$ cat config.mk
export PLATFORM = sky130hd
export DESIGN_NAME = subsv_iter
export DESIGN_NICKNAME = d
export VERILOG_FILES = /design/src/rtl/subsv_pkg.sv /design/src/rtl/subsv_slice.sv /design/src/rtl/subsv_iter.sv
export SDC_FILE = /design/constraint.sdc
export NUM_CORES = 1
export LEC_CHECK = 0
export BUFFER_PORTS_ARGS = -buffer_cell sky130_fd_sc_hd__buf_2
export CORE_MARGIN = 2
export CORE_UTILIZATION = 40
export CTS_BUF_LIST = sky130_fd_sc_hd__clkbuf_4
export CTS_CLUSTER_DIAMETER = 50
export DETAILED_ROUTE_END_ITERATION = 10
export GPL_ROUTABILITY_DRIVEN = 0
export GPL_TIMING_DRIVEN = 1
export HOLD_SLACK_MARGIN = 0.12
export PLACE_DENSITY_LB_ADDON = 0.15
export SYNTH_ARGS = -nofsm -noshare
export SYNTH_HDL_FRONTEND = slang
export SYNTH_SLANG_ARGS = --single-unit
$ cat constraint.sdc
create_clock -name CLK -period 2.6 [get_ports CLK]
set_input_delay 0.52 -clock CLK [delete_from_list [all_inputs] [get_ports CLK]]
set_output_delay 0.52 -clock CLK [all_outputs]
set_load 0.02 [all_outputs]
$ cat src/rtl/subsv_pkg.sv
// Shared types and elaboration helpers for the iterative subtractor subsv_iter.
package subsv_pkg;

    typedef enum logic [0:0] {
        IDLE = 1'b0,
        RUN  = 1'b1
    } state_t;

    // Slice-counter width: clog2(number of slices), never narrower than one bit.
    function automatic int cnt_width(input int n, input int chunk);
        int w;
        w = $clog2(n / chunk);
        return (w < 1) ? 1 : w;
    endfunction

    function automatic bit params_legal(input int n, input int chunk);
        return (chunk > 0) && (n >= chunk) && ((n % chunk) == 0);
    endfunction

endpackage

$ cat src/rtl/subsv_slice.sv
// Combinational CHUNK-bit adder slice; c_msb is the carry into the slice MSB.
module subsv_slice
    import subsv_pkg::*;
#(
    parameter int CHUNK = 8
) (
    input  logic [CHUNK-1:0] x,
    input  logic [CHUNK-1:0] y,
    input  logic             cin,
    output logic [CHUNK-1:0] sum,
    output logic             cout,
    output logic             c_msb
);

    logic [CHUNK:0] full;

    assign full  = {1'b0, x} + {1'b0, y} + {{CHUNK{1'b0}}, cin};
    assign sum   = full[CHUNK-1:0];
    assign cout  = full[CHUNK];
    // Carry into the MSB recovered from the MSB sum bit and its two operand bits.
    assign c_msb = full[CHUNK-1] ^ x[CHUNK-1] ^ y[CHUNK-1];

endmodule

$ cat src/rtl/subsv_iter.sv
// Iterative N-bit subtractor DIFF = A - B - BIN, CHUNK bits per clock.
// Optional compare flags ZERO/LT/LTU are built when SUBSV_ITER_CMP_EN is defined.
module subsv_iter
    import subsv_pkg::*;
#(
    parameter int N     = 32,
    parameter int CHUNK = 8
) (
    input  logic         CLK,
    input  logic         RST_N,
    input  logic         START,
    input  logic [N-1:0] A,
    input  logic [N-1:0] B,
    input  logic         BIN,
    output logic         BUSY,
    output logic         DONE,
    output logic [N-1:0] DIFF,
    output logic         BOUT,
`ifdef SUBSV_ITER_CMP_EN
    output logic         ZERO,
    output logic         LT,
    output logic         LTU,
`endif
    output logic         OVF
);

    localparam int M     = N / CHUNK;
    localparam int CNT_W = cnt_width(N, CHUNK);

    if (!params_legal(N, CHUNK)) begin : g_param_check
        $fatal(1, "subsv_iter: N (%0d) must be a positive multiple of CHUNK (%0d)", N, CHUNK);
    end

    state_t             state_q, state_nxt;
    logic [CNT_W-1:0]   cnt_q;
    logic [N-1:0]       a_q, b_q, res_q, res_nxt;
    logic               c_q, done_q, bout_q, ovf_q;
    logic [N-1:0]       diff_q;
    logic [CHUNK-1:0]   s_sum;
    logic               s_cout, s_cmsb, last;
    logic               accept;

    subsv_slice #(.CHUNK(CHUNK)) u_slice (
        .x     (a_q[CHUNK-1:0]),
        .y     (b_q[CHUNK-1:0]),
        .cin   (c_q),
        .sum   (s_sum),
        .cout  (s_cout),
        .c_msb (s_cmsb)
    );

    assign accept  = (state_q == IDLE) && START;
    assign last    = (state_q == RUN) && (cnt_q == CNT_W'(M - 1));
    // Slice sums enter at the top and walk down, so slice 0 ends up in the LSBs.
    assign res_nxt = (res_q >> CHUNK) | (N'(s_sum) << (N - CHUNK));

    always_ff @(posedge CLK or negedge RST_N) begin
        if (!RST_N) state_q <= IDLE;
        else        state_q <= state_nxt;
    end

    always_comb begin
        state_nxt = state_q;
        case (state_q)
            IDLE:    if (START) state_nxt = RUN;
            RUN:     if (last)  state_nxt = IDLE;
            default:            state_nxt = IDLE;
        endcase
    end

    always_comb begin
        BUSY = (state_q == RUN);
    end

    always_ff @(posedge CLK or negedge RST_N) begin
        if (!RST_N) begin
            a_q    <= '0;
            b_q    <= '0;
            c_q    <= 1'b0;
            cnt_q  <= '0;
            res_q  <= '0;
            diff_q <= '0;
            bout_q <= 1'b0;
            ovf_q  <= 1'b0;
            done_q <= 1'b0;
        end else begin
            done_q <= 1'b0;
            if (accept) begin
                // Subtraction as A + ~B + ~BIN.
                a_q   <= A;
                b_q   <= ~B;
                c_q   <= ~BIN;
                cnt_q <= '0;
                res_q <= '0;
            end else if (state_q == RUN) begin
                a_q   <= a_q >> CHUNK;
                b_q   <= b_q >> CHUNK;
                c_q   <= s_cout;
                cnt_q <= cnt_q + CNT_W'(1);
                res_q <= res_nxt;
                if (last) begin
                    diff_q <= res_nxt;
                    bout_q <= ~s_cout;
                    ovf_q  <= s_cmsb ^ s_cout;
                    done_q <= 1'b1;
                end
            end
        end
    end

    assign DONE = done_q;
    assign DIFF = diff_q;
    assign BOUT = bout_q;
    assign OVF  = ovf_q;

`ifdef SUBSV_ITER_CMP_EN
    logic zacc_q, zero_q, lt_q, ltu_q;

    // Zero detect accumulates per slice so completion needs no wide reduction.
    always_ff @(posedge CLK or negedge RST_N) begin
        if (!RST_N) begin
            zacc_q <= 1'b0;
            zero_q <= 1'b0;
            lt_q   <= 1'b0;
            ltu_q  <= 1'b0;
        end else if (accept) begin
            zacc_q <= 1'b0;
        end else if (state_q == RUN) begin
            zacc_q <= zacc_q | (|s_sum);
            if (last) begin
                zero_q <= ~(zacc_q | (|s_sum));
                lt_q   <= s_sum[CHUNK-1] ^ s_cmsb ^ s_cout;
                ltu_q  <= ~s_cout;
            end
        end
    end

    assign ZERO = zero_q;
    assign LT   = lt_q;
    assign LTU  = ltu_q;
`endif

endmodule

==> results of run 1 <==
## power by group through the flow
stage               clock (W)  sequential, W  combinational, W
floorplan                   0        0.00339           0.00164
global placement            0        0.00327           0.00254
global route          0.00137        0.00334           0.00287
detailed placement          0        0.00330           0.00260
finish                0.00122        0.00324           0.00257
CTS                   0.00127        0.00326           0.00261
## kinds of logic (layout without fill, tap and decap cells)
group / count (synthesis) / count (layout) / synth area share (%)
flip-flops: 127 / 127 / 58.32
buffers and inverters: 37 / 154 / 2.663
AND/OR/NAND/NOR: 120 / 120 / 8.611
multiplexers: 64 / 64 / 12.45
AO/OA/AOI/OAI: 132 / 132 / 14.74
XOR/XNOR: 4 / 4 / 0.6431
adder cells (fa/ha/maj): 10 / 10 / 2.572
## worst max path at each step
| stage | from | to | slack (ns) | cells past startpoint |
|---|---|---|---|---|
| 2_1_floorplan | a_q[0] | OVF | 0.54 | 6 |
| 3_3_place_gp | a_q[0] | OVF | 0.45 | 6 |
| 3_5_place_dp | a_q[0] | OVF | 0.37 | 6 |
| 4_1_cts | BUSY | BUSY | 0.26 | 2 |
| 5_1_grt | BUSY | BUSY | 0.18 | 2 |
| 6_report | BUSY | BUSY | 0.34 | 2 |
## layout make-up
type	instances	area, um2	share of cell area (%)
sequential	127	3182	49.22
multi-input combinational	330	2128	32.92
timing repair buffer	117	665.6	10.30
tap	176	220.2	3.406
clock buffer	19	142.6	2.206
clock inverter	11	100.1	1.548
inverter	7	26.28	0.4064
## cells in the final DEF (no fill, tap or decap), types with 19 or more instances in the layout
master | netlist | final
dfrtp_1 | 127 | 126
buf_2 | 5 | 102
nand2_1 | 61 | 61
o21ai_0 | 53 | 53
nor2_1 | 51 | 50
a21oi_1 | 37 | 37
mux2i_1 | 34 | 34
mux2_2 | 30 | 30
a22o_1 | 22 | 22
clkbuf_4 | 0 | 19
## routing by layer
| layer | vias up | share of wire (%) |
|---|---|---|
| li1 | 1951 | - |
| met1 | 1838 | 46 |
| met2 | 95 | 47 |
| met3 | 7 | 6.1 |
| met4 | 2 | 0.70 |
| met5 | - | 0.095 |
## repair_timing
item,in CTS,in global routing
hold buffers,2,0
setup buffers,0,0
hold endpoints to repair,50,0
## state kept, by name, indices dropped and copies added (netlist names)
| signal | count |
|---|---|
| DIFF | 32 |
| a_q | 32 |
| b_q | 32 |
| res_q | 24 |
| cnt_q | 2 |
| BOUT | 1 |
| BUSY | 1 |
| DONE | 1 |
| OVF | 1 |
| c_q | 1 |
## metrics by stage
| stage | cells | setup WS [ns] | cell area (um2) |
|---|---|---|---|
| 4_1_cts | 787 | 0.2575 | 6465 |
| 3_5_place_dp | 755 | 0.3732 | 6202 |
| 3_3_place_gp | 755 | 0.4477 | 6202 |
| 2_1_floorplan | 494 | 0.5443 | 5449 |
| 6_report | 787 | 0.3352 | 6465 |
| 5_1_grt | 787 | 0.1812 | 6465 |
## worst reg2reg max path: stages (launching register included)
cell      delay [ns]
dfrtp_1         0.41
fa_1            0.49
a211oi_2        0.25
o21ai_1         0.14
o31a_1          0.28
or3_1           0.33
o311ai_1        0.24
==> results_dict.tcl, run 1 <==
set metrics [dict create \
    status "finished clean" \
    post-route-util_pct 48.63 \
    setup_viol 0 \
    first_pass_iters 4 \
    wl_um 11640 \
    p_per_area_nw_per_um2 1086 \
    r2r-end "OVF" \
    p_leak_nw 3.179 \
    holdPathStages 3 \
    ys_types 37 \
    max_stage_delay_ns 0.64 \
    yosysTopAreaCell "dfrtp_1" \
    area_delta_synth_final_pct 18.65 \
    antennaDiodeCount 0 \
    cp.buffers_inverters 2 \
    synth.area.top_cells "dfrtp_1, mux2i_1, mux2_2" \
    grt_usage_pct 17.07 \
    drt_first_iter_violations 181 \
    cts_tree "built" \
    power.internal_w 0.004421 \
    reg2reg_from "a_q[0]" \
    grt_util_met1_pct 23.16 \
    vdd_ir_drop_max_mv 0.3411 \
    hold-path-endpoint "a_q[26]" \
    fill_cells 1265 \
    vias 3893 \
    numCtsBuffers 17 \
    slowest_stage "dfrtp_4" \
    core-area_um2 13300 \
    syn-num-nets 572 \
    die_area_um2 14570 \
    nets 678 \
    worst_slew_pin_slew_ns 0.7125 \
    setup.worst_path.class "reg2out" \
    p_switching_w 0.002598 \
    ys_seq_elements 127 \
    path_cells "buf_4, buf_2" \
    cap_violations 0 \
    synth_edf_count 0 \
    netlist_top_cells_count "dfrtp_1, nand2_1, o21ai_0" \
    synthCells 494 \
    async_flop_share_pct 100.0 \
    finalMaxSlewViolations 0 \
    worst-r2r-setup-slack_ns 0.37 \
    antenna_found_initial 1 \
    pwr-share-seq_pct 46.1 \
    skew_ns 0.01802 \
    setup-tns-final_ns 0 \
    wl_per_cell_um 14.79 \
    crit_arrival_ns 1.74 \
    hold-worst-slack_ns 0.2504 \
    synth.top_cell.area_share_pct 58.32 \
    grt_pass1_wl_um 19440 \
    critPathMaxFanout 37 \
    synth_area_um2 5449 \
    ctsResizeCount 0 \
    synth_ff_type "dfrtp_1" \
    power_w 0.007019 \
    hpwl_um 8281 \
    power.share.clock_pct 17.3 \
    layout-drive-gt1-share_pct 28.81 \
    rsz0062_at_grt "false" \
    ant_nets 0 \
    clockBufferDepth 2 \
    grt_pass1_vias 3832 \
    die_y_um 120.7 \
    switching_share_pct 37.01 \
    ff2ff_path_depth 6 \
    busiest_layer "met2" \
    max_freq_mhz 441.5 \
    via_per_inst 4.947 \
    io_buffer_count 103 \
    cp-end-kind "primary output" \
    clock_latency_ns 0.51 \
    cts_root_buffer "clkbuf_4" \
    crit_family "flip-flops" \
    critical_path_required_ns 2.08 \
    initial_core_util_pct 40.98 \
    drc 0 \
    yosys_warnings 0 \
    cp-start-kind "flip-flop" \
    min-delay-start "A[26]" \
    yosysSeqAreaShare_pct 58.32 \
    power_frac_comb_pct 36.5 \
    io_pins 104 \
    yosysMostFrequentCell "dfrtp_1" \
    cts_sinks 127 \
    slew_headroom_pct 52.50 \
    hold_violations 0 \
    htree_levels 4 \
    use_met3_pct 5.849 \
    period_minus_slack_ns 2.265 \
    period_share_pct 87.11 \
    fp.dieW_um 120.7 \
    gr-usage-met2_pct 25.99 \
    path_clk_slew_ns 0.10 \
    hold_path_class "in2reg" \
    num_rows 42 \
    overflow 0 \
    syn_area_per_cell_um2 11.03 \
    grt_start_max_net_pins 78 \
]
Power figures use the tool's default switching activity.
==> run 2: changes to the inputs <==
- CORE_UTILIZATION: 40 -> 57
- PLACE_DENSITY: unset -> 0.8
- PLACE_DENSITY_LB_ADDON: 0.15 -> unset
- SKIP_CTS_REPAIR_TIMING: unset -> 1
==> results_dict.tcl, run 2 (synthesized netlist as in run 1, its figures left out) <==
set metrics [dict create \
    critPathMaxFanout 3 \
    setup-tns-final_ns 0 \
    dp_cells 705 \
    period_minus_slack_ns 2.242 \
    cp-end-kind "flip-flop" \
    power.share.clock_pct 19.5 \
    startpoint "a_q[0]" \
    pwr-share-seq_pct 45.3 \
    vdd_ir_drop_max_mv 0.4810 \
    die_y_um 101.8 \
    hold_violations 0 \
    via_per_inst 5.344 \
    final_common_cell "dfrtp_1" \
    fill_cells 681 \
    io_buffer_count 103 \
    die_area_um2 10360 \
    clock_latency_ns 0.51 \
    antenna_found_initial 0 \
    setup.worst_path.class "reg2reg" \
    period_share_pct 86.23 \
    drt_first_iter_violations 230 \
    setup_ws_ns 0.3580 \
    nets 674 \
    power_frac_comb_pct 35.2 \
    fp.dieW_um 101.8 \
    grt_usage_pct 23.35 \
    clockBufferDepth 2 \
    status "finished clean" \
    max_freq_mhz 446.0 \
    post-route-util_pct 69.48 \
    wl_um 10830 \
    hold_path_class "in2reg" \
    setup_viol 0 \
    min-delay-start "B[31]" \
    antennaDiodeCount 0 \
    io_pins 104 \
    first_pass_iters 4 \
    power.internal_w 0.004522 \
    reg2reg_from "a_q[0]" \
    worst_slew_pin_slew_ns 0.6003 \
    ant_nets 0 \
    skew_ns 0.01690 \
    cts_sinks 127 \
    p_per_area_nw_per_um2 1119 \
    crit_arrival_ns 2.65 \
    grt_start_max_net_pins 76 \
    drc 0 \
    path_clk_slew_ns 0.11 \
    p_leak_nw 3.170 \
    p_switching_w 0.002662 \
    critical_path_required_ns 3.01 \
    fin_area_um2 6420 \
    initial_core_util_pct 58.97 \
    area_delta_synth_final_pct 17.82 \
    switching_share_pct 37.06 \
    grt_pass1_wl_um 18690 \
    layout-drive-gt1-share_pct 29.23 \
    core-area_um2 9240 \
    vias 3944 \
    grt_pass1_vias 3916 \
    cts_root_buffer "clkbuf_4" \
    pre_cts_ws_ns 0.4066 \
    num_rows 35 \
    cp-start-kind "flip-flop" \
    cts_tree "built" \
    final_cell_mix "dfrtp_1, buf_2, nand2_1, o21ai_0, nor2_1" \
    cap_violations 0 \
    hpwl_um 7676 \
    slew_headroom_pct 59.98 \
    instances_no_fill 738 \
    rsz0062_at_grt "false" \
    finalMaxSlewViolations 0 \
    htree_levels 4 \
    dpl_cell_area_um2 6108 \
    wl_per_cell_um 14.67 \
    numCtsBuffers 17 \
    overflow 0 \
]
run 2: per-layer routing:
layer	track usage, %	up-vias	wire length [um]
met3	8.144	13	712
met1	30.57	1867	4752
li1	-	1952	-
met5	0	-	0
met4	6.133	0	141
met2	37.45	112	5218
run 2: path summary, 6_finish.rpt:
kind	depth (start not counted)	slack (ns)	end
max in group asynchronous	3	1.38	a_q[0]
min in group asynchronous	2	0.50	DIFF[2]
max	6	0.36	OVF
min reg2reg	2	0.49	DIFF[30]
min	2	0.18	b_q[31]
max reg2reg	6	0.36	OVF
run 2: final cells by class:
cell class / count / area, um2 / share of cell area [%]
flip-flops and latches: 127 / 3182 / 49.56
multi-input cells: 330 / 2128 / 33.15
repair buffers: 113 / 620.6 / 9.667
clock inverters: 14 / 166.4 / 2.592
well taps: 129 / 161.4 / 2.514
clock buffers: 18 / 135.1 / 2.105
inverters: 7 / 26.28 / 0.4093
run 2: per-stage QoR:
stage                     hold slack, ns  total power (W)
final                             0.1821         0.007184
after CTS                       -0.05773         0.007226
after global routing              0.1337         0.007738
after global placement            0.4612         0.005695
after detailed placement          0.4728         0.005825
after floorplan                   0.2244         0.005024
run 2: power groups by stage:
| stage | clock network, W | logic, W | registers, W |
|---|---|---|---|
| 2_1_floorplan | 0 | 0.00164 | 0.00339 |
| 3_3_place_gp | 0 | 0.00244 | 0.00325 |
| 3_5_place_dp | 0 | 0.00253 | 0.00330 |
| 4_1_cts | 0.00143 | 0.00254 | 0.00326 |
| 5_1_grt | 0.00153 | 0.00285 | 0.00336 |
| 6_report | 0.00140 | 0.00253 | 0.00325 |
run 2: critical path: stages, from the launching register on:
cell and delay, ns:
dfrtp_1 0.41, fa_1 0.48, a211oi_2 0.23, o21ai_1 0.14, o31a_1 0.29, or3_1 0.34
o311ai_1 0.26
==> run 3: changes to the inputs <==
- CELL_PAD_IN_SITES_DETAIL_PLACEMENT: unset -> 1
- CELL_PAD_IN_SITES_GLOBAL_PLACEMENT: unset -> 2
- CORE_UTILIZATION: 57 -> 37
- PLACE_DENSITY: 0.8 -> unset
- PLACE_DENSITY_LB_ADDON: unset -> 0.1
==> results_dict.tcl, run 3 (synthesized netlist as in run 1, its figures left out) <==
set metrics [dict create \
    overflow 0 \
    gr-usage-met2_pct 28.42 \
    clock_latency_ns 0.54 \
    layout-drive-gt1-share_pct 28.62 \
    use_met3_pct 5.734 \
    path_clk_slew_ns 0.10 \
    grt_pass1_vias 4170 \
    area_delta_synth_final_pct 18.81 \
    power_frac_comb_pct 36.6 \
    io_pins 104 \
    busiest_layer "met2" \
    switching_share_pct 37.34 \
    grt_start_max_net_pins 116 \
    power.share.clock_pct 18.0 \
    final_cell_mix "dfrtp_1, buf_2, nand2_1, o21ai_0, nor2_1" \
    antenna_found_initial 2 \
    status "finished clean" \
    htree_levels 4 \
    critical_path_required_ns 3.04 \
    max_freq_mhz 439.1 \
    p_switching_w 0.002663 \
    fp.dieW_um 125.4 \
    skew_ns 0.01351 \
    wl_per_cell_um 15.96 \
    core-area_um2 14480 \
    hpwl_um 8765 \
    hold-worst-slack_ns 0.1713 \
    p_leak_nw 3.172 \
    critPathMaxFanout 3 \
    setup.worst_path.class "reg2reg" \
    drc 0 \
    power.internal_w 0.004469 \
    nets 673 \
    p_per_area_nw_per_um2 1102 \
    vias 3969 \
    cp.buffers_inverters 0 \
    vdd_ir_drop_max_mv 0.4151 \
    grt_util_met1_pct 21.05 \
    slew_headroom_pct 57.29 \
    worst_slew_pin_slew_ns 0.6406 \
    die_y_um 125.4 \
    grt_pass1_wl_um 21210 \
    num_rows 44 \
    cap_violations 0 \
    io_buffer_count 103 \
    period_share_pct 87.60 \
    initial_core_util_pct 37.63 \
    drt_first_iter_violations 142 \
    cp-start-kind "flip-flop" \
    crit_arrival_ns 2.71 \
    cts_tree "built" \
    period_minus_slack_ns 2.278 \
    wl_um 12670 \
    rsz0062_at_grt "false" \
    path_cells "fa_1, a211oi_2, o21ai_1, o31a_1, or3_1, o311ai_1" \
    via_per_inst 4.999 \
    ant_nets 0 \
    max_stage_delay_ns 0.49 \
    cp-end-kind "flip-flop" \
    crit_family "compound AO/OA/AOI/OAI gates" \
    grt_usage_pct 17.29 \
    cts_sinks 127 \
    slowest_stage "fa_1" \
    clockBufferDepth 2 \
    final_common_cell "dfrtp_1" \
    die_area_um2 15710 \
    cts_root_buffer "clkbuf_4" \
    numCtsBuffers 17 \
    first_pass_iters 4 \
    hold_path_class "in2reg" \
    pwr-share-seq_pct 45.4 \
    setup-tns-final_ns 0 \
    finalMaxSlewViolations 0 \
    setup_viol 0 \
    hold_violations 0 \
]
## run 3: area by class of cell
class,instances,area (um2)
well taps,184,230.2
inverters,7,26.28
clock inverters,10,95.09
fillers,1635,8005
multi-input cells,330,2128
repair buffers,112,641.9
flip-flops and latches,127,3182
clock buffers,22,165.2
diodes,2,5.005
## run 3: power groups by stage
stage          combinational [W]  clock (W)  sequential (W)
2_1_floorplan            0.00164          0         0.00339
3_3_place_gp             0.00257          0         0.00327
3_5_place_dp             0.00264          0         0.00330
4_1_cts                  0.00265    0.00135         0.00326
5_1_grt                  0.00291    0.00144         0.00336
6_report                 0.00261    0.00129         0.00324
## run 3: worst paths after layout
path                          from  endpoint  slack, ns  depth (start not counted)
max in group asynchronous    RST_N      BUSY       1.39                          3
min in group asynchronous    RST_N   DIFF[7]       0.54                          2
min reg2reg                a_q[19]   a_q[11]       0.49                          2
max reg2reg                 a_q[0]       OVF       0.32                          6
min                          B[31]   b_q[31]       0.17                          2
max                         a_q[0]       OVF       0.32                          6
## run 3: through the flow
step	util [%]	power, W	setup WS, ns	cell area [um2]	instances
global placement	42.81	0.005843	0.4232	6198	759
detailed placement	42.81	0.005945	0.3415	6198	759
finish	44.71	0.007132	0.3224	6474	794
CTS	44.61	0.007266	0.3059	6459	791
global route	44.69	0.007711	0.1984	6471	793
floorplan	-	0.005024	0.5443	5449	494
## run 3: routing by layer
| layer | vias up | part of all wire, % |
|---|---|---|
| met1 | 1928 | 45 |
| li1 | 1935 | - |
| met4 | 0 | 1.9 |
| met2 | 90 | 47 |
| met5 | - | 0 |
| met3 | 16 | 5.5 |
